`src/rtl/vga_reg_pkg.sv`:
```
// Shared types and constants for the VGA register writer: display register map,
// the queued-update record and the drain state machine encoding.
package vga_reg_pkg;

    localparam int REG_ADDR_W = 9;
    localparam int REG_DATA_W = 32;

    localparam int DINO_X     = 0;
    localparam int DINO_Y     = 1;
    localparam int JUMP_X     = 2;
    localparam int JUMP_Y     = 3;
    localparam int DUCK_X     = 4;
    localparam int DUCK_Y     = 5;
    localparam int CACTUS_X   = 6;
    localparam int CACTUS_Y   = 7;
    localparam int GODZILLA_X = 8;
    localparam int GODZILLA_Y = 9;
    localparam int MAX_ADDR   = GODZILLA_Y;

    // nop entries exist only to carry a batch boundary whose address was rejected
    typedef struct packed {
        logic [REG_ADDR_W-1:0] addr;
        logic [REG_DATA_W-1:0] data;
        logic                  last;
        logic                  nop;
    } fifo_entry_t;

    typedef enum logic [1:0] {
        ST_IDLE,
        ST_DRAIN,
        ST_DONE
    } state_t;

endpackage

```
`src/rtl/vga_reg_writer_if.sv`:
```
// Update channel from the game-state engine: valid/ready handshake carrying
// one register write and a batch-end marker.
interface vga_reg_writer_if #(
    parameter int ADDR_W = 9,
    parameter int DATA_W = 32
);
    logic              cmd_valid;
    logic              cmd_ready;
    logic [ADDR_W-1:0] cmd_addr;
    logic [DATA_W-1:0] cmd_data;
    logic              cmd_last;

    modport master (output cmd_valid, cmd_addr, cmd_data, cmd_last, input cmd_ready);
    modport slave  (input cmd_valid, cmd_addr, cmd_data, cmd_last, output cmd_ready);
endinterface

```
`src/rtl/sync_fifo.sv`:
```
// Synchronous FIFO with fall-through read: rdata shows the head entry so the
// consumer can register it in the same cycle it pops.
module sync_fifo #(
    parameter int DEPTH = 16,
    parameter int WIDTH = 8
) (
    input  logic                       clk,
    input  logic                       reset,
    input  logic                       push,
    input  logic [WIDTH-1:0]           wdata,
    input  logic                       pop,
    output logic [WIDTH-1:0]           rdata,
    output logic [$clog2(DEPTH+1)-1:0] count,
    output logic                       full,
    output logic                       empty
);
    localparam int PTR_W = $clog2(DEPTH);
    localparam int CNT_W = $clog2(DEPTH + 1);

    logic [WIDTH-1:0] mem_q [DEPTH];
    logic [PTR_W-1:0] wr_ptr_q, wr_ptr_d;
    logic [PTR_W-1:0] rd_ptr_q, rd_ptr_d;
    logic [CNT_W-1:0] count_q, count_d;
    logic             do_push, do_pop;

    assign full  = (count_q == CNT_W'(DEPTH));
    assign empty = (count_q == '0);
    assign count = count_q;
    assign rdata = mem_q[rd_ptr_q];

    always_comb begin
        do_push  = push && !full;
        do_pop   = pop && !empty;
        wr_ptr_d = wr_ptr_q + PTR_W'(do_push);
        rd_ptr_d = rd_ptr_q + PTR_W'(do_pop);
        count_d  = count_q;
        if (do_push && !do_pop) begin
            count_d = count_q + CNT_W'(1);
        end else if (do_pop && !do_push) begin
            count_d = count_q - CNT_W'(1);
        end
    end

    always_ff @(posedge clk) begin
        if (reset) begin
            wr_ptr_q <= '0;
            rd_ptr_q <= '0;
            count_q  <= '0;
        end else begin
            wr_ptr_q <= wr_ptr_d;
            rd_ptr_q <= rd_ptr_d;
            count_q  <= count_d;
        end
    end

    always_ff @(posedge clk) begin
        if (do_push) begin
            mem_q[wr_ptr_q] <= wdata;
        end
    end
endmodule

```
`src/rtl/vga_reg_writer.sv`:
```
// Queues display register updates and replays them to the Avalon-MM register
// port one committed batch at a time, only while vblank is high.
module vga_reg_writer #(
    parameter int DEPTH    = 16,
    parameter int ADDR_W   = vga_reg_pkg::REG_ADDR_W,
    parameter int DATA_W   = vga_reg_pkg::REG_DATA_W,
    parameter int MAX_ADDR = vga_reg_pkg::MAX_ADDR
) (
    input  logic              clk,
    input  logic              reset,
    vga_reg_writer_if.slave   cmd,
    input  logic              vblank,
    output logic [ADDR_W-1:0] address,
    output logic [DATA_W-1:0] writedata,
    output logic              write,
    output logic              chipselect,
    output logic              busy,
    output logic              frame_done,
    output logic [7:0]        drop_count
);
    import vga_reg_pkg::*;

    localparam int ENTRY_W = $bits(fifo_entry_t);
    localparam int PB_W    = $clog2(DEPTH + 1);

    state_t              state_q;
    logic [PB_W-1:0]     pending_q, pending_d;
    logic [7:0]          drop_q, drop_d;
    logic [ADDR_W-1:0]   address_q;
    logic [DATA_W-1:0]   writedata_q;
    logic                write_q, frame_done_q;

    fifo_entry_t         push_entry, head;
    logic [ENTRY_W-1:0]  head_bits;
    logic [PB_W-1:0]     fifo_count;
    logic                fifo_full, fifo_empty;
    logic                accept, invalid, push, pop;

    assign cmd.cmd_ready = !fifo_full;
    assign head          = fifo_entry_t'(head_bits);

    always_comb begin
        accept          = cmd.cmd_valid && !fifo_full;
        invalid         = (cmd.cmd_addr > ADDR_W'(MAX_ADDR));
        // A rejected address still has to close its batch, so it is kept as a nop
        push            = accept && (!invalid || cmd.cmd_last);
        push_entry.addr = cmd.cmd_addr;
        push_entry.data = cmd.cmd_data;
        push_entry.last = cmd.cmd_last;
        push_entry.nop  = invalid;
        pop             = (state_q == ST_DRAIN) && vblank && !fifo_empty;

        pending_d = pending_q;
        case ({push && cmd.cmd_last, pop && head.last})
            2'b10:   pending_d = pending_q + PB_W'(1);
            2'b01:   pending_d = pending_q - PB_W'(1);
            default: pending_d = pending_q;
        endcase

        drop_d = drop_q;
        if (accept && invalid && (drop_q != 8'hFF)) begin
            drop_d = drop_q + 8'd1;
        end
    end

    sync_fifo #(
        .DEPTH (DEPTH),
        .WIDTH (ENTRY_W)
    ) u_fifo (
        .clk   (clk),
        .reset (reset),
        .push  (push),
        .wdata (push_entry),
        .pop   (pop),
        .rdata (head_bits),
        .count (fifo_count),
        .full  (fifo_full),
        .empty (fifo_empty)
    );

    always_ff @(posedge clk) begin
        if (reset) begin
            state_q      <= ST_IDLE;
            pending_q    <= '0;
            drop_q       <= '0;
            address_q    <= '0;
            writedata_q  <= '0;
            write_q      <= 1'b0;
            frame_done_q <= 1'b0;
        end else begin
            pending_q    <= pending_d;
            drop_q       <= drop_d;
            write_q      <= 1'b0;
            frame_done_q <= 1'b0;
            case (state_q)
                ST_IDLE: begin
                    if ((pending_q != '0) && vblank) state_q <= ST_DRAIN;
                end
                ST_DRAIN: begin
                    if (pop) begin
                        write_q     <= !head.nop;
                        address_q   <= head.addr;
                        writedata_q <= head.data;
                        if (head.last) state_q <= ST_DONE;
                    end
                end
                ST_DONE: begin
                    frame_done_q <= 1'b1;
                    state_q      <= ((pending_q != '0) && vblank) ? ST_DRAIN : ST_IDLE;
                end
                default: state_q <= ST_IDLE;
            endcase
        end
    end

    assign address    = address_q;
    assign writedata  = writedata_q;
    assign write      = write_q;
    assign chipselect = write_q;
    assign frame_done = frame_done_q;
    assign drop_count = drop_q;
    assign busy       = (fifo_count != '0) || write_q;
endmodule

```
`src/flat_wrapper.sv`:
```
// flat-port wrapper written by rule: the top's interface ports become plain ports
module vga_reg_writer_flat import vga_reg_pkg::*;
#(
    parameter int DEPTH    = 16,
    parameter int ADDR_W   = vga_reg_pkg::REG_ADDR_W,
    parameter int DATA_W   = vga_reg_pkg::REG_DATA_W,
    parameter int MAX_ADDR = vga_reg_pkg::MAX_ADDR
)
  (clk, reset, vblank, address, writedata, write, chipselect, busy, frame_done, drop_count, cmd_cmd_valid, cmd_cmd_addr, cmd_cmd_data, cmd_cmd_last, cmd_cmd_ready);
  vga_reg_writer_if #(.ADDR_W(ADDR_W), .DATA_W(DATA_W)) cmd_i ();
  input  logic clk;
  input  logic reset;
  input  logic vblank;
  output logic [ADDR_W-1:0] address;
  output logic [DATA_W-1:0] writedata;
  output logic write;
  output logic chipselect;
  output logic busy;
  output logic frame_done;
  output logic [7:0] drop_count;
  input wire logic [$bits(cmd_i.cmd_valid)-1:0] cmd_cmd_valid;
  input wire logic [$bits(cmd_i.cmd_addr)-1:0] cmd_cmd_addr;
  input wire logic [$bits(cmd_i.cmd_data)-1:0] cmd_cmd_data;
  input wire logic [$bits(cmd_i.cmd_last)-1:0] cmd_cmd_last;
  output wire logic [$bits(cmd_i.cmd_ready)-1:0] cmd_cmd_ready;
  assign cmd_i.cmd_valid = cmd_cmd_valid;
  assign cmd_i.cmd_addr = cmd_cmd_addr;
  assign cmd_i.cmd_data = cmd_cmd_data;
  assign cmd_i.cmd_last = cmd_cmd_last;
  assign cmd_cmd_ready = cmd_i.cmd_ready;
  vga_reg_writer #(.DEPTH(DEPTH), .ADDR_W(ADDR_W), .DATA_W(DATA_W), .MAX_ADDR(MAX_ADDR)) u_core (.clk(clk), .reset(reset), .cmd(cmd_i), .vblank(vblank), .address(address), .writedata(writedata), .write(write), .chipselect(chipselect), .busy(busy), .frame_done(frame_done), .drop_count(drop_count));
endmodule
```
`config.mk`:
```
export PLATFORM = sky130hd
export DESIGN_NAME = vga_reg_writer_flat
export DESIGN_NICKNAME = d
export VERILOG_FILES = /design/src/rtl/vga_reg_pkg.sv /design/src/rtl/vga_reg_writer_if.sv /design/src/rtl/sync_fifo.sv /design/src/rtl/vga_reg_writer.sv /design/src/flat_wrapper.sv
export SDC_FILE = /design/constraint.sdc
export NUM_CORES = 1
export LEC_CHECK = 0
export BUFFER_PORTS_ARGS = -buffer_cell sky130_fd_sc_hd__buf_4
export CORE_ASPECT_RATIO = 1.5
export CORE_UTILIZATION = 45
export CTS_CLUSTER_DIAMETER = 120
export DETAILED_ROUTE_END_ITERATION = 16
export PLACE_DENSITY = 0.57
export SYNTH_ARGS = -nofsm -noshare
export SYNTH_HDL_FRONTEND = slang
export SYNTH_HIERARCHICAL = 1
export SYNTH_SLANG_ARGS = --single-unit
```
`constraint.sdc`:
```
create_clock -name clk -period 7.45 [get_ports clk]
set_input_delay 0.745 -clock clk [delete_from_list [all_inputs] [get_ports clk]]
set_output_delay 0.745 -clock clk [all_outputs]
set_load 0.1 [all_outputs]
```
* Word-level counts from Yosys, hierarchy flattened
Memory sizes are Yosys's and may differ from the RTL's. A register that Yosys moved wholly into a read port is not among the register bits. Index checks and enable logic that the tools add are counted. Widths: inputs -> output; s select.
Operators by class: add/subtract/negate cells 7, bitwise logic cells 2, reductions and logical operators 30, multiplexer cells 12, magnitude comparators 1, equality and inequality tests 9
Operator list (count):
- $logic_and 1x1->1 | 13
- $add 5x1->5 const B | 2
- $mux 5 | 2
- $pmux 5 s2 | 1
- $reduce_bool 5->1 | 2
- $sub 5x1->5 const B | 2
- $gt 9x4->1 const B | 1
- $add 4x1->4 | 2
- $add 8x1->8 const B | 1
- $ne 8x8->1 const B | 1
- $logic_not 1->1 | 6
- $mux 2 | 3
- $pmux 2 s3 | 1
- $eq 5x5->1 const B | 1
- $logic_not 5->1 | 1
- $eq 2x1->1 const B | 2
- $eq 2x2->1 const B | 2
- $mux 1 | 4
- $mux 4 | 1
- $ne 2x1->1 const B | 2
- $reduce_bool 2->1 | 2
- $reduce_and 3->1 | 1
- $reduce_or 3->1 | 1
- $logic_not 2->1 | 1
- 4 further kinds | 6
Storage, ports and cells: memory bits (writable) 688, input port bits 46, register bits 71, output and inout port bits 54, memories 1
Memories:
- u_core.u_fifo.mem_q | depth 16, width 43, read ports 1, clocked after Yosys merged registers in 1, write ports 1, RTL line sync_fifo.sv:20 | logic [WIDTH-1:0] mem_q [DEPTH];

* Depth between registers and ports, before layout
Gate-level depths: netlist of run 1.
word-level depth 9, mapped depth 15, gate-level depth less buffers 14

* Modules after synthesis
The synthesis of run 1 kept the hierarchy.
Modules (own cells, without submodules):
- sync_fifo | instances 1, cells each 1152, area each 26475.4 µm², sequential area each 20920.1 µm²
- vga_reg_writer | instances 1, cells each 287, area each 2333.5 µm², sequential area each 1161.1 µm²

* Worst setup path before layout of run 1
Ideal clock, no wire load.
kind in2reg, start in cmd_cmd_addr[8], end mem u_core/u_fifo/mem_q[0][0] (netlist name) (enable), stages 5, path buffers 0, arrival 5932 ps, slack 968 ps, cell sequence or4_4 -> nor3_4 -> o21a_1 -> nand2_1 -> nor4_1
On the way: longest elaborated chain between the ends 7
Ends and longest elaborated chain:
- start: declaration | RTL line flat_wrapper.sv:22 | input wire logic [$bits(cmd_i.cmd_addr)-1:0] cmd_cmd_addr;
- $gt 9x4->1 | RTL line vga_reg_writer.sv:44 | invalid = (cmd.cmd_addr > ADDR_W'(MAX_ADDR));
- $logic_not 1->1 | RTL line vga_reg_writer.sv:46 | push = accept && (!invalid || cmd.cmd_last);
- $logic_or 1x1->1 | RTL line vga_reg_writer.sv:46
- $logic_and 1x1->1 | RTL line vga_reg_writer.sv:46
- via u_core.push | RTL line vga_reg_writer.sv:37 | logic accept, invalid, push, pop;
- $logic_and 1x1->1 | RTL line sync_fifo.sv:32 | do_push = push && !full;
- $mux 1 | RTL line sync_fifo.sv:57 | if (do_push) begin
- $mux 1 (not written as such) | RTL line sync_fifo.sv:58 | mem_q[wr_ptr_q] <= wdata;
- end: declaration | RTL line sync_fifo.sv:20
The timed path passes the listed nets, and every way through them passes these cells.

* Final worst setup path of run 1
start reg u_core.u_fifo.count_q[3] (netlist: u_core/u_fifo/count[3]), end reg u_core.pending_q[4]
On the way: elaborated cells on any way between the ends 13, classes of those cells 3 x eq/ne; 1 x mux; 9 x reduce/logical
RTL lines:
- start: declaration | RTL line sync_fifo.sv:23 | logic [CNT_W-1:0] count_q, count_d;
- start signal: assignment | RTL line sync_fifo.sv:52 | count_q <= count_d;
- $logic_not 5->1 * | RTL line sync_fifo.sv:27 | assign empty = (count_q == '0);
- via u_core.fifo_empty | RTL line vga_reg_writer.sv:36 | logic fifo_full, fifo_empty;
- $logic_not 1->1 * | RTL line vga_reg_writer.sv:51 | pop = (state_q == ST_DRAIN) && vblank && !fifo_empty;
- $logic_and 1x1->1 * | RTL line vga_reg_writer.sv:51
- $logic_and 1x1->1 * | RTL line vga_reg_writer.sv:54 | case ({push && cmd.cmd_last, pop && head.last})
- $eq 2x1->1 / $eq 2x2->1 (equally long branches) | RTL line vga_reg_writer.sv:54
- $pmux 5 s2 / $reduce_bool 2->1 (equally long branches)
- end signal: assignment | RTL line vga_reg_writer.sv:91 | pending_q <= pending_d;
- end: declaration | RTL line vga_reg_writer.sv:27 | logic [PB_W-1:0] pending_q, pending_d;
Mark *: on every way through the listed nets, which the timed path passes. The rest lies on a longest branch. A chain may end at the register's enable or synchronous reset.

==> results of run 1 <==
-- per-stage QoR --
stage	util (%)	instances	setup slack, ps	instance area, sq um	total power (uW)
after global placement	48.3	2308	2840	30600	5360
after floorplan	-	1439	968	28800	5190
final	51.7	2436	2840	32800	8670
after global routing	51.7	2436	2630	32800	8940
after CTS	51.7	2435	2820	32700	8760
after detailed placement	48.3	2308	2830	30600	5370
-- layout make-up --
type                       instances  share of cell area (%)
sequential                       759                    67.4
multi-input combinational        589                    19.5
clock buffer                     106                    6.08
timing repair buffer             142                    3.29
tap                              805                    3.08
clock inverter                    21                   0.424
inverter                          13                   0.149
antenna                            1                 0.00764
-- synthesized netlist by cell type, types with 2 or more instances --
cell	count
sky130_fd_sc_hd__buf_6	9
sky130_fd_sc_hd__nand2_1	136
sky130_fd_sc_hd__a21o_1	2
sky130_fd_sc_hd__buf_2	20
sky130_fd_sc_hd__mux2i_1	3
sky130_fd_sc_hd__clkbuf_1	36
sky130_fd_sc_hd__nor4_1	8
sky130_fd_sc_hd__nor2_1	34
sky130_fd_sc_hd__nand3_1	4
sky130_fd_sc_hd__buf_4	2
sky130_fd_sc_hd__xor2_1	5
sky130_fd_sc_hd__o21ai_0	4
sky130_fd_sc_hd__a21oi_1	53
sky130_fd_sc_hd__and2_1	3
sky130_fd_sc_hd__nand2b_1	6
sky130_fd_sc_hd__nor2b_1	12
sky130_fd_sc_hd__or4_1	2
sky130_fd_sc_hd__o21a_1	2
sky130_fd_sc_hd__fa_1	2
sky130_fd_sc_hd__mux4_2	172
sky130_fd_sc_hd__dfxtp_1	71
sky130_fd_sc_hd__xnor2_1	8
sky130_fd_sc_hd__a22oi_1	86
sky130_fd_sc_hd__nor3_1	16
sky130_fd_sc_hd__buf_1	11
sky130_fd_sc_hd__inv_1	12
sky130_fd_sc_hd__nor3b_1	2
sky130_fd_sc_hd__or3_1	2
sky130_fd_sc_hd__edfxtp_1	688
sky130_fd_sc_hd__ha_1	13
-- routing by layer --
metal | global-route usage, % | wire (microns) | vias up
met5 | 0 | 0 | -
met4 | 7.30 | 1520 | 0
met3 | 2.50 | 2910 | 102
met2 | 35.9 | 34100 | 397
met1 | 27.4 | 27300 | 7571
li1 | - | - | 6108
-- final timing paths --
path | startpoint | to | slack, ps | cells past startpoint
worst min-delay path | cmd_cmd_data[6] | u_core/u_fifo/mem_q[0][8] | 420 | 1
worst min register to register | u_core/address[2] | u_core/address[2] | 460 | 2
worst max-delay path | u_core/u_fifo/count[3] | u_core/pending_q[4] | 2840 | 15
worst max register to register | u_core/u_fifo/count[3] | u_core/pending_q[4] | 2840 | 15
-- sequential cells by signal (all words and copies together), names as in the netlist --
| signal | count |
|---|---|
| u_core/frame_done | 1 |
| u_core/state_q | 2 |
| u_core/chipselect | 1 |
| u_core/u_fifo/mem_q | 688 |
| u_core/address | 9 |
| u_core/u_fifo/wr_ptr_q | 4 |
| u_core/u_fifo/count | 5 |
| u_core/drop_count | 8 |
| u_core/writedata | 32 |
| u_core/pending_q | 5 |
| u_core/u_fifo/rd_ptr_q | 4 |
-- cells in the final DEF, fill, tap and decap left out, types with 7 or more instances in the layout --
master and instances:
sky130_fd_sc_hd__dfxtp_1 69, sky130_fd_sc_hd__nand2_1 136, sky130_fd_sc_hd__a21oi_1 53, sky130_fd_sc_hd__clkbuf_1 29
sky130_fd_sc_hd__xnor2_1 8, sky130_fd_sc_hd__edfxtp_1 688, sky130_fd_sc_hd__nor2b_1 10, sky130_fd_sc_hd__clkinv_2 8
sky130_fd_sc_hd__clkbuf_16 73, sky130_fd_sc_hd__mux4_2 172, sky130_fd_sc_hd__nor2_1 33, sky130_fd_sc_hd__buf_4 141
sky130_fd_sc_hd__inv_1 12, sky130_fd_sc_hd__ha_1 13, sky130_fd_sc_hd__a22oi_1 86, sky130_fd_sc_hd__clkinv_1 7
sky130_fd_sc_hd__nor3_2 13
-- worst max-delay path: stages, from the launching register on --
cell	delay, ps
sky130_fd_sc_hd__dfxtp_1	350
sky130_fd_sc_hd__or4_1	570
sky130_fd_sc_hd__nor2_1	130
sky130_fd_sc_hd__nor2b_1	70
sky130_fd_sc_hd__nand3b_1	80
sky130_fd_sc_hd__buf_4	590
sky130_fd_sc_hd__inv_2	330
sky130_fd_sc_hd__buf_4	400
sky130_fd_sc_hd__and2_1	260
sky130_fd_sc_hd__ha_1	230
sky130_fd_sc_hd__ha_1	330
sky130_fd_sc_hd__nor2b_1	150
sky130_fd_sc_hd__o21ai_0	230
sky130_fd_sc_hd__a21oi_1	110
sky130_fd_sc_hd__or3b_1	360
sky130_fd_sc_hd__mux2_2	270
-- where the power goes --
group | total [uW] | switching [uW] | leakage [uW] | internal [uW]
Clock | 3400 | 1510 | 0.00104 | 1890
Sequential | 4750 | 38.9 | 0.00679 | 4710
Combinational | 527 | 352 | 0.00251 | 175
-- logic make-up after synthesis --
kind of cell               count (synthesis)
DFF                                      759
and+or+nand+nor                          234
muxes                                    177
AOI/OAI and AO/OA                        150
buffers and inverters                     91
adders and majority gates                 15
xor gates and xnor gates                  13
==> impl_results.rst, run 1 <==
.. list-table::
   :header-rows: 1

   * - Metric
     - Value
   * - Multiplexer fraction of the synthesized cell area
     - 13.6%
   * - GRT Overall Usage
     - 20.9%
   * - CTS buffer count
     - 72
   * - First-pass GRT wire length
     - 97900 microns
   * - Pin count of the biggest net entering global routing
     - 89
   * - Average wire per standard cell
     - 27.0 microns
   * - Area of the die
     - 65100 sq um
   * - Clock slew at the register clock pins of the worst setup and hold paths
     - 60 ps
   * - Die Y-Extent
     - 312 microns
   * - Count of maximum capacitance violations
     - 0
   * - Area growth syn-to-layout
     - 13.7%
   * - Static power due to leakage
     - 0.0103 uW
   * - Post-synthesis simple-gate area fraction
     - 3.64%
   * - Via count of the first global-routing pass
     - 14993
   * - Via density per instance
     - 5.82
   * - Source-to-sink clock delay at the later pin of the worst-skew pair
     - 610 ps
   * - Post-Synth Adder-Cell Area
     - 0.704%
   * - Number of nets in the final layout
     - 1638
   * - Post-Synthesis Cells
     - 1439
   * - Main synth FF type
     - sky130_fd_sc_hd__edfxtp_1
   * - Worst EP required
     - 7940 ps
   * - Critical path data arrival time
     - 5100 ps
   * - Average footprint of a synthesized cell
     - 20.0 sq um
   * - Row count
     - 113
   * - Pins Over Slew Limit
     - 0
   * - Count of boundary I/O pins
     - 100
   * - Remaining routing DRC violations
     - 0
   * - Endpoint class of the critical path
     - flop
   * - Overall die width
     - 209 microns
   * - Number of DRC markers after the initial detailed-route iteration
     - 1090
   * - Minimum hold slack
     - 422 ps
   * - Fraction of the yosys area taken by sequential cells
     - 76.6%
   * - Final GP Congestion
     - 0.737
   * - Multi-input gate area in the final layout
     - 6390 sq um
   * - # fillers
     - 5054
   * - Placeable Area
     - 63300 sq um
   * - H-tree levels
     - 3
   * - Final setup violating endpoints
     - 0
   * - Combinational family with the most area after synthesis
     - multiplexers
   * - DPL Wire Length
     - 33000 microns
   * - Synth top area share
     - 71.7%
   * - Cts repair resizes
     - 0
   * - Most area-consuming cells after synthesis
     - sky130_fd_sc_hd__edfxtp_1, sky130_fd_sc_hd__mux4_2, sky130_fd_sc_hd__dfxtp_1
   * - Share of the cycle needed by the critical path after routing
     - 61.9%
   * - Detailed Routing Iterations Pass 1
     - 5
   * - Outcome
     - complete, no violations
   * - Distinct cell type count after synthesis
     - 45
   * - Crit Path Category
     - flop to flop
   * - Fraction of layout instances using a drive strength above 1
     - 26.7%
   * - Transition time of the tightest slew-check pin
     - 1080 ps
   * - Fraction of synthesis flops using an asynchronous set or reset pin
     - 0%
   * - Quantity of hold-fixing buffers added after cts
     - 0
   * - Seq cells post-synth
     - 759
   * - Antenna-violating nets left
     - 0
   * - Clock Skew
     - 21.7 ps
   * - Achievable frequency
     - 217 MHz
   * - Number of setup buffers added after CTS
     - 0
   * - Compound-Gate Fraction of Synth Area
     - 3.46%
   * - CTS tree
     - built
   * - Worst hold-check path type
     - input port to flop
   * - Final Routed Wirelength
     - 65900 microns
   * - Clock sink count
     - 759
   * - Antenna violations before repair
     - 1
   * - Starting utilization of the core area
     - 45.5%
   * - Number of warning messages in the yosys log
     - 6
   * - Maximum VDD drop
     - 0.147 mV
   * - Worst-path maximum fanout
     - 43
   * - Post-synthesis cell area
     - 28800 sq um
   * - GRT Residual Overflow
     - 0
   * - Clock Path Buffers
     - 3
   * - Leading area contributor after synthesis
     - sky130_fd_sc_hd__edfxtp_1
   * - Setup TNS Final
     - 0 ps
   * - Count of final hold-check violations
     - 0
   * - Number of synthesized flops with an enable pin
     - 688
   * - Setup repair after global routing missed its margin
     - no
   * - Cell at the root of the clock tree
     - sky130_fd_sc_hd__clkbuf_16
   * - Total vias in the final route
     - 14178
   * - Number of I/O port buffers
     - 99
   * - Worst relative slew slack
     - 28.1%
   * - Parity-gate share of the synthesized area counting xor and xnor cells
     - 0.395%
   * - Launching element type of the critical path
     - flop
   * - Min Tclk post-route
     - 4610 ps
   * - Area occupied by registers
     - 22100 sq um
   * - Power density over cell area
     - 265 nW/um^2
   * - Synthesized Nets
     - 1500
(Power assumes the default switching activity.)
==> inputs of run 2 (changes only) <==
==> constraint.sdc (replaced) <==
create_clock -name clk -period 4.8 [get_ports clk]
set_input_delay 0.48 -clock clk [delete_from_list [all_inputs] [get_ports clk]]
set_output_delay 0.48 -clock clk [all_outputs]
set_load 0.1 [all_outputs]
==> impl_results.rst, run 2 (synthesis results as in run 1) <==
.. list-table::
   :header-rows: 1

   * - Metric
     - Value
   * - Cts repair resizes
     - 0
   * - Number of DRC markers after the initial detailed-route iteration
     - 1055
   * - Critical Path, Cell by Cell
     - mux4_2, a22oi_1, nand2_1, and2_1, ha_1, ha_1, nor2b_1, o21ai_0, a21oi_1, or3b_1, mux2_2
   * - Crit Path Category
     - flop to flop
   * - Remaining routing DRC violations
     - 0
   * - Leading cell type in the layout, fill and taps excluded
     - sky130_fd_sc_hd__edfxtp_1
   * - Detailed Routing Iterations Pass 1
     - 4
   * - Final Routed Wirelength
     - 66600 microns
   * - Family with the most delay on the worst path
     - multiplexers
   * - Sequential cell fraction of total power
     - 52.6%
   * - Final GP Congestion
     - 0.750
   * - Multi-input gate area in the final layout
     - 6450 sq um
   * - First-pass GRT wire length
     - 98200 microns
   * - Endpoint class of the critical path
     - flop
   * - Setup ws final
     - 1270 ps
   * - Min Tclk post-route
     - 3530 ps
   * - Number of I/O port buffers
     - 99
   * - Switching power of the nets
     - 3010 uW
   * - Outcome
     - complete, no violations
   * - Antenna violations before repair
     - 0
   * - Worst EP required
     - 5300 ps
   * - GRT Residual Overflow
     - 0
   * - Count of maximum capacitance violations
     - 0
   * - Power Internal
     - 11000 uW
   * - Inserted Diodes
     - 0
   * - Clock slew at the register clock pins of the worst setup and hold paths
     - 70 ps
   * - Master of the slowest instance on the critical path
     - sky130_fd_sc_hd__dfxtp_4
   * - Pins Over Slew Limit
     - 0
   * - Critical path's largest stage delay
     - 640 ps
   * - Final setup violating endpoints
     - 0
   * - Number of gates on the worst path with buffers counted
     - 11
   * - Clock Path Buffers
     - 3
   * - Placeable Area
     - 63300 sq um
   * - Reg with most FFs
     - u_core/u_fifo/mem_q
   * - Via density per instance
     - 5.79
   * - Launching element type of the critical path
     - flop
   * - Clock Skew
     - 23.5 ps
   * - Largest register FFs
     - 688
   * - # fillers
     - 5067
   * - Clock sink count
     - 759
   * - Dpl ws
     - 1180 ps
   * - H-tree levels
     - 3
   * - Transition time of the tightest slew-check pin
     - 1120 ps
   * - Total vias in the final route
     - 14142
   * - Die Y-Extent
     - 312 microns
   * - Sw frac
     - 21.5%
   * - Most frequent cells in the layout
     - sky130_fd_sc_hd__edfxtp_1, sky130_fd_sc_hd__mux4_2, sky130_fd_sc_hd__buf_4, sky130_fd_sc_hd__nand2_1, sky130_fd_sc_hd__a22oi_1
   * - Worst relative slew slack
     - 25.3%
   * - Worst-path maximum fanout
     - 23
   * - Overall die width
     - 209 microns
   * - Starting utilization of the core area
     - 45.5%
   * - Static power due to leakage
     - 0.0106 uW
   * - Area growth syn-to-layout
     - 14.9%
   * - Worst hold-check path type
     - input port to flop
   * - Average wire per standard cell
     - 27.3 microns
   * - Share of the cycle needed by the critical path after routing
     - 73.6%
   * - Quantity of hold-fixing buffers added after cts
     - 0
   * - Length in cells of the worst reg-to-reg path
     - 11
   * - Row count
     - 113
   * - CTS tree
     - built
   * - Share of the core filled with cells
     - 52.2%
   * - Cell at the root of the clock tree
     - sky130_fd_sc_hd__clkbuf_16
   * - Maximum VDD drop
     - 0.225 mV
   * - Fraction of power consumed by combinational cells
     - 6.0%
   * - Count of boundary I/O pins
     - 100
   * - Fraction of layout instances using a drive strength above 1
     - 27.8%
   * - Area of the die
     - 65100 sq um
   * - Number of setup buffers added after CTS
     - 0
   * - Power density over cell area
     - 423 nW/um^2
   * - Via count of the first global-routing pass
     - 14798
   * - Achievable frequency
     - 283 MHz
   * - Critical path data arrival time
     - 4030 ps
   * - Pin count of the biggest net entering global routing
     - 72
   * - Number of cells on the worst hold path
     - 1
   * - Number of nets in the final layout
     - 1641
   * - Crit path top cell by count
     - sky130_fd_sc_hd__ha_1
   * - DPL Wire Length
     - 34100 microns
   * - CTS buffer count
     - 70
   * - Source-to-sink clock delay at the later pin of the worst-skew pair
     - 630 ps
   * - Count of final hold-check violations
     - 0
   * - Clock share of power
     - 41.4%
   * - Setup repair after global routing missed its margin
     - no
   * - Area occupied by registers
     - 22100 sq um
   * - Buffers & Inverters on Critical Path
     - 0
   * - Antenna-violating nets left
     - 0
   * - GRT Overall Usage
     - 21.1%
==> run 2: changes by cell type in the layout (fill, tap and decap cells not counted), sizes merged <==
cell,delta
buf,+5
bufinv,+10
clkbuf,-17
clkinv,+6
clkinvlp,+2
diode,-1
==> run 2: final timing paths <==
check	from	to	slack, ps
hold reg to reg	u_core/address[4]	u_core/address[4]	450
hold / removal	cmd_cmd_data[31]	u_core/u_fifo/mem_q[2][33]	150
setup reg to reg	u_core/u_fifo/rd_ptr_q[0]	u_core/pending_q[4]	1270
setup / recovery	u_core/u_fifo/rd_ptr_q[0]	u_core/pending_q[4]	1270
==> run 2: worst reg2reg max path, delay by kind of cell, from the launching register on <==
family	cells	cell delay [ps]
multiplexers	2	880
AND/OR/NAND/NOR	4	800
flip-flops	1	640
AO/OA/AOI/OAI	3	550
adder cells (fa/ha/maj)	2	550
==> run 2: layer usage <==
layer  vias to the layer above  global-route usage (%)  share of wire, %
met5                         -                       0                 0
met3                        68                    3.27               4.8
li1                       6124                       -                 -
met2                       370                    37.2                53
met1                      7580                    27.1                41
met4                         0                    5.78               1.7
==> run 2: area by class of cell <==
| cell class | count | share of cell area, % |
|---|---|---|
| multi-input combinational | 589 | 19.5 |
| tap | 805 | 3.04 |
| inverter | 13 | 0.147 |
| timing repair buffer | 147 | 3.34 |
| sequential | 759 | 66.8 |
| clock inverter | 39 | 1.49 |
| clock buffer | 89 | 5.73 |
==> run 2: power groups by stage <==
stage | Clock (uW) | Sequential, uW | Combinational, uW
floorplan | 0 | 7610 | 459
global placement | 0 | 7500 | 839
detailed placement | 0 | 7500 | 852
CTS | 5930 | 7360 | 853
global route | 6180 | 7370 | 912
finish | 5800 | 7360 | 839
==> run 2: through the flow <==
stage	instance area (sq um)	TNS [ps]	instances	power (uW)	hold slack, ps
floorplan	28900	-270140	1439	8070	444
global placement	30700	0	2313	8340	446
detailed placement	30700	0	2313	8360	447
CTS	33100	0	2441	14100	120
global route	33100	0	2441	14500	142
finish	33100	0	2441	14000	147
==> inputs of run 3 (changes only) <==
==> constraint.sdc (replaced) <==
create_clock -name clk -period 3.4 [get_ports clk]
set_input_delay 0.34 -clock clk [delete_from_list [all_inputs] [get_ports clk]]
set_output_delay 0.34 -clock clk [all_outputs]
set_load 0.1 [all_outputs]
==> impl_results.rst, run 3 (synthesis results as in run 1) <==
.. list-table::
   :header-rows: 1

   * - Metric
     - Value
   * - Critical register-to-register path endpoint
     - u_core/pending_q[4]
   * - Overall die width
     - 209 microns
   * - Worst relative slew slack
     - 23.9%
   * - Detail Route met3 WL
     - 3320 microns
   * - Placeable Area
     - 63300 sq um
   * - Dpl ws
     - 222 ps
   * - Count of maximum capacitance violations
     - 0
   * - Clock sink count
     - 759
   * - Setup ws final
     - 209 ps
   * - Min Tclk post-route
     - 3190 ps
   * - Remaining routing DRC violations
     - 0
   * - Worst EP required
     - 3900 ps
   * - Transition time of the tightest slew-check pin
     - 1140 ps
   * - Critical path data arrival time
     - 3690 ps
   * - Worst hold-check path type
     - input port to flop
   * - Share of the cycle needed by the critical path after routing
     - 93.8%
   * - Share of the core filled with cells
     - 53.1%
   * - DPL Wire Length
     - 33800 microns
   * - Number of DRC markers after the initial detailed-route iteration
     - 1084
   * - Multi-input gate area in the final layout
     - 6500 sq um
   * - Clock Path Buffers
     - 3
   * - Via count of the first global-routing pass
     - 15035
   * - Inserted Diodes
     - 0
   * - Pin count of the biggest net entering global routing
     - 75
   * - H-tree levels
     - 3
   * - Antenna-violating nets left
     - 0
   * - Starting utilization of the core area
     - 45.5%
   * - CTS buffer count
     - 72
   * - Number of I/O port buffers
     - 99
   * - Worst reg2reg path startpoint
     - u_core/u_fifo/count[3]
   * - Cell at the root of the clock tree
     - sky130_fd_sc_hd__clkbuf_16
   * - Reg with most FFs
     - u_core/u_fifo/mem_q
   * - Detailed Routing Iterations Pass 1
     - 5
   * - Most frequent cells in the layout
     - sky130_fd_sc_hd__edfxtp_1, sky130_fd_sc_hd__mux4_2, sky130_fd_sc_hd__nand2_1, sky130_fd_sc_hd__buf_4, sky130_fd_sc_hd__a22oi_1
   * - Final Routed Wirelength
     - 65700 microns
   * - Largest register FFs
     - 688
   * - Maximum VDD drop
     - 0.349 mV
   * - Antenna violations before repair
     - 3
   * - Number of nets in the final layout
     - 1671
   * - Min-delay src
     - cmd_cmd_data[11]
   * - Achievable frequency
     - 313 MHz
   * - Source-to-sink clock delay at the later pin of the worst-skew pair
     - 620 ps
   * - Minimum hold slack
     - 22.9 ps
   * - Area of the die
     - 65100 sq um
   * - GRT Overall Usage
     - 20.8%
   * - Fraction of layout instances using a drive strength above 1
     - 27.5%
   * - CTS tree
     - built
   * - Die Y-Extent
     - 312 microns
   * - Met1 WL
     - 26800 microns
   * - Top routing layer used
     - met5
   * - Area occupied by registers
     - 22100 sq um
   * - Via density per instance
     - 5.77
   * - Clock Skew
     - 13.7 ps
   * - Area growth syn-to-layout
     - 16.8%
   * - First-pass GRT wire length
     - 97600 microns
   * - # fillers
     - 5038
   * - Length in cells of the worst reg-to-reg path
     - 13
   * - Final GP Congestion
     - 0.778
   * - Setup repair after global routing missed its margin
     - no
   * - Worst-path maximum fanout
     - 5
   * - Pins Over Slew Limit
     - 0
   * - Min-Delay Endpoint
     - u_core/u_fifo/mem_q[3][13]
   * - Overall power of the completed layout
     - 19800 uW
   * - Row count
     - 113
   * - Number of cells on the worst hold path
     - 1
   * - GRT Residual Overflow
     - 0
   * - Crit Path Category
     - flop to flop
   * - Clock slew at the register clock pins of the worst setup and hold paths
     - 60 ps
   * - Static power due to leakage
     - 0.0108 uW
   * - Count of boundary I/O pins
     - 100
   * - Endpoint class of the critical path
     - flop
   * - Count of final hold-check violations
     - 0
   * - Final setup violating endpoints
     - 0
   * - Average wire per standard cell
     - 26.6 microns
   * - Outcome
     - complete, no violations
   * - Total length of routed met2 wires
     - 34300 microns
   * - Power density over cell area
     - 588 nW/um^2
   * - Number of setup buffers added after CTS
     - 0
   * - Leading cell type in the layout, fill and taps excluded
     - sky130_fd_sc_hd__edfxtp_1
   * - Setup TNS Final
     - 0 ps
   * - Launching element type of the critical path
     - flop
   * - Total vias in the final route
     - 14271
   * - Worst reg2reg setup slack
     - 210 ps
-- run 3: cell types whose count changed in the layout (fill, tap and decap cells not counted), sizes merged --
cell         previous run  this run
dlygate4sd3             0        25
bufinv                 11         7
clkbuf                 89        97
buf                   147       150
inv                    17        18
clkinvlp                3         1
-- run 3: metrics by stage --
step	instance area, sq um	cells
after detailed placement	31000	2316
after global placement	31000	2316
after floorplan	28900	1439
final	33600	2472
after CTS	33600	2472
after global routing	33600	2472
-- run 3: layout make-up --
cell class | count | area share, %
inverters | 13 | 0.145
flip-flops and latches | 759 | 65.6
repair buffers | 175 | 4.76
well taps | 805 | 2.99
clock inverters | 34 | 1.06
multi-input cells | 589 | 19.3
clock buffers | 97 | 6.06
-- run 3: what timing repair did --
item / 4_1_cts / 5_1_grt
setup endpoints to repair: 0 / 0
endpoints found under the hold margin: 299 / 0
hold buffers: 25 / 0
gates resized for setup: 0 / 0
-- run 3: layer usage --
layer / GRT usage, % / vias up
met3: 3.48 / 96
met2: 36.2 / 352
met5: 0 / -
li1: - / 6198
met1: 26.9 / 7619
met4: 5.56 / 6
-- run 3: worst max-delay path, cell delays in order, from the launching register on --
cell                       delay [ps]
sky130_fd_sc_hd__dfxtp_1          350
sky130_fd_sc_hd__or4_1            570
sky130_fd_sc_hd__nor2_1           110
sky130_fd_sc_hd__nor2b_1           60
sky130_fd_sc_hd__nand3b_1         110
sky130_fd_sc_hd__inv_2             70
sky130_fd_sc_hd__and2_1           170
sky130_fd_sc_hd__ha_1             230
sky130_fd_sc_hd__ha_1             320
sky130_fd_sc_hd__nor2b_1          150
sky130_fd_sc_hd__o21ai_0          200
sky130_fd_sc_hd__a21oi_1          100
sky130_fd_sc_hd__or3b_1           360
sky130_fd_sc_hd__mux2_2           270
-- run 3: how the worst max path moves through the flow --
| stage | end | slack (ps) | from |
|---|---|---|---|
| after global routing | u_core/pending_q[4] | 20 | u_core/u_fifo/rd_ptr_q[0] |
| after floorplan | u_core/u_fifo/mem_q[0][0] | -950 | cmd_cmd_addr[8] |
| after CTS | u_core/pending_q[4] | 220 | u_core/u_fifo/count[0] |
| after global placement | u_core/u_fifo/count[4] | 280 | cmd_cmd_addr[8] |
| final | u_core/pending_q[4] | 210 | u_core/u_fifo/count[3] |
| after detailed placement | u_core/pending_q[4] | 220 | u_core/u_fifo/count[0] |
-- run 3: where the power goes --
group	switching [uW]	internal [uW]	leakage, uW
registers	71.7	10300	0.00679
logic	820	421	0.00283
clock network	3390	4760	0.00118
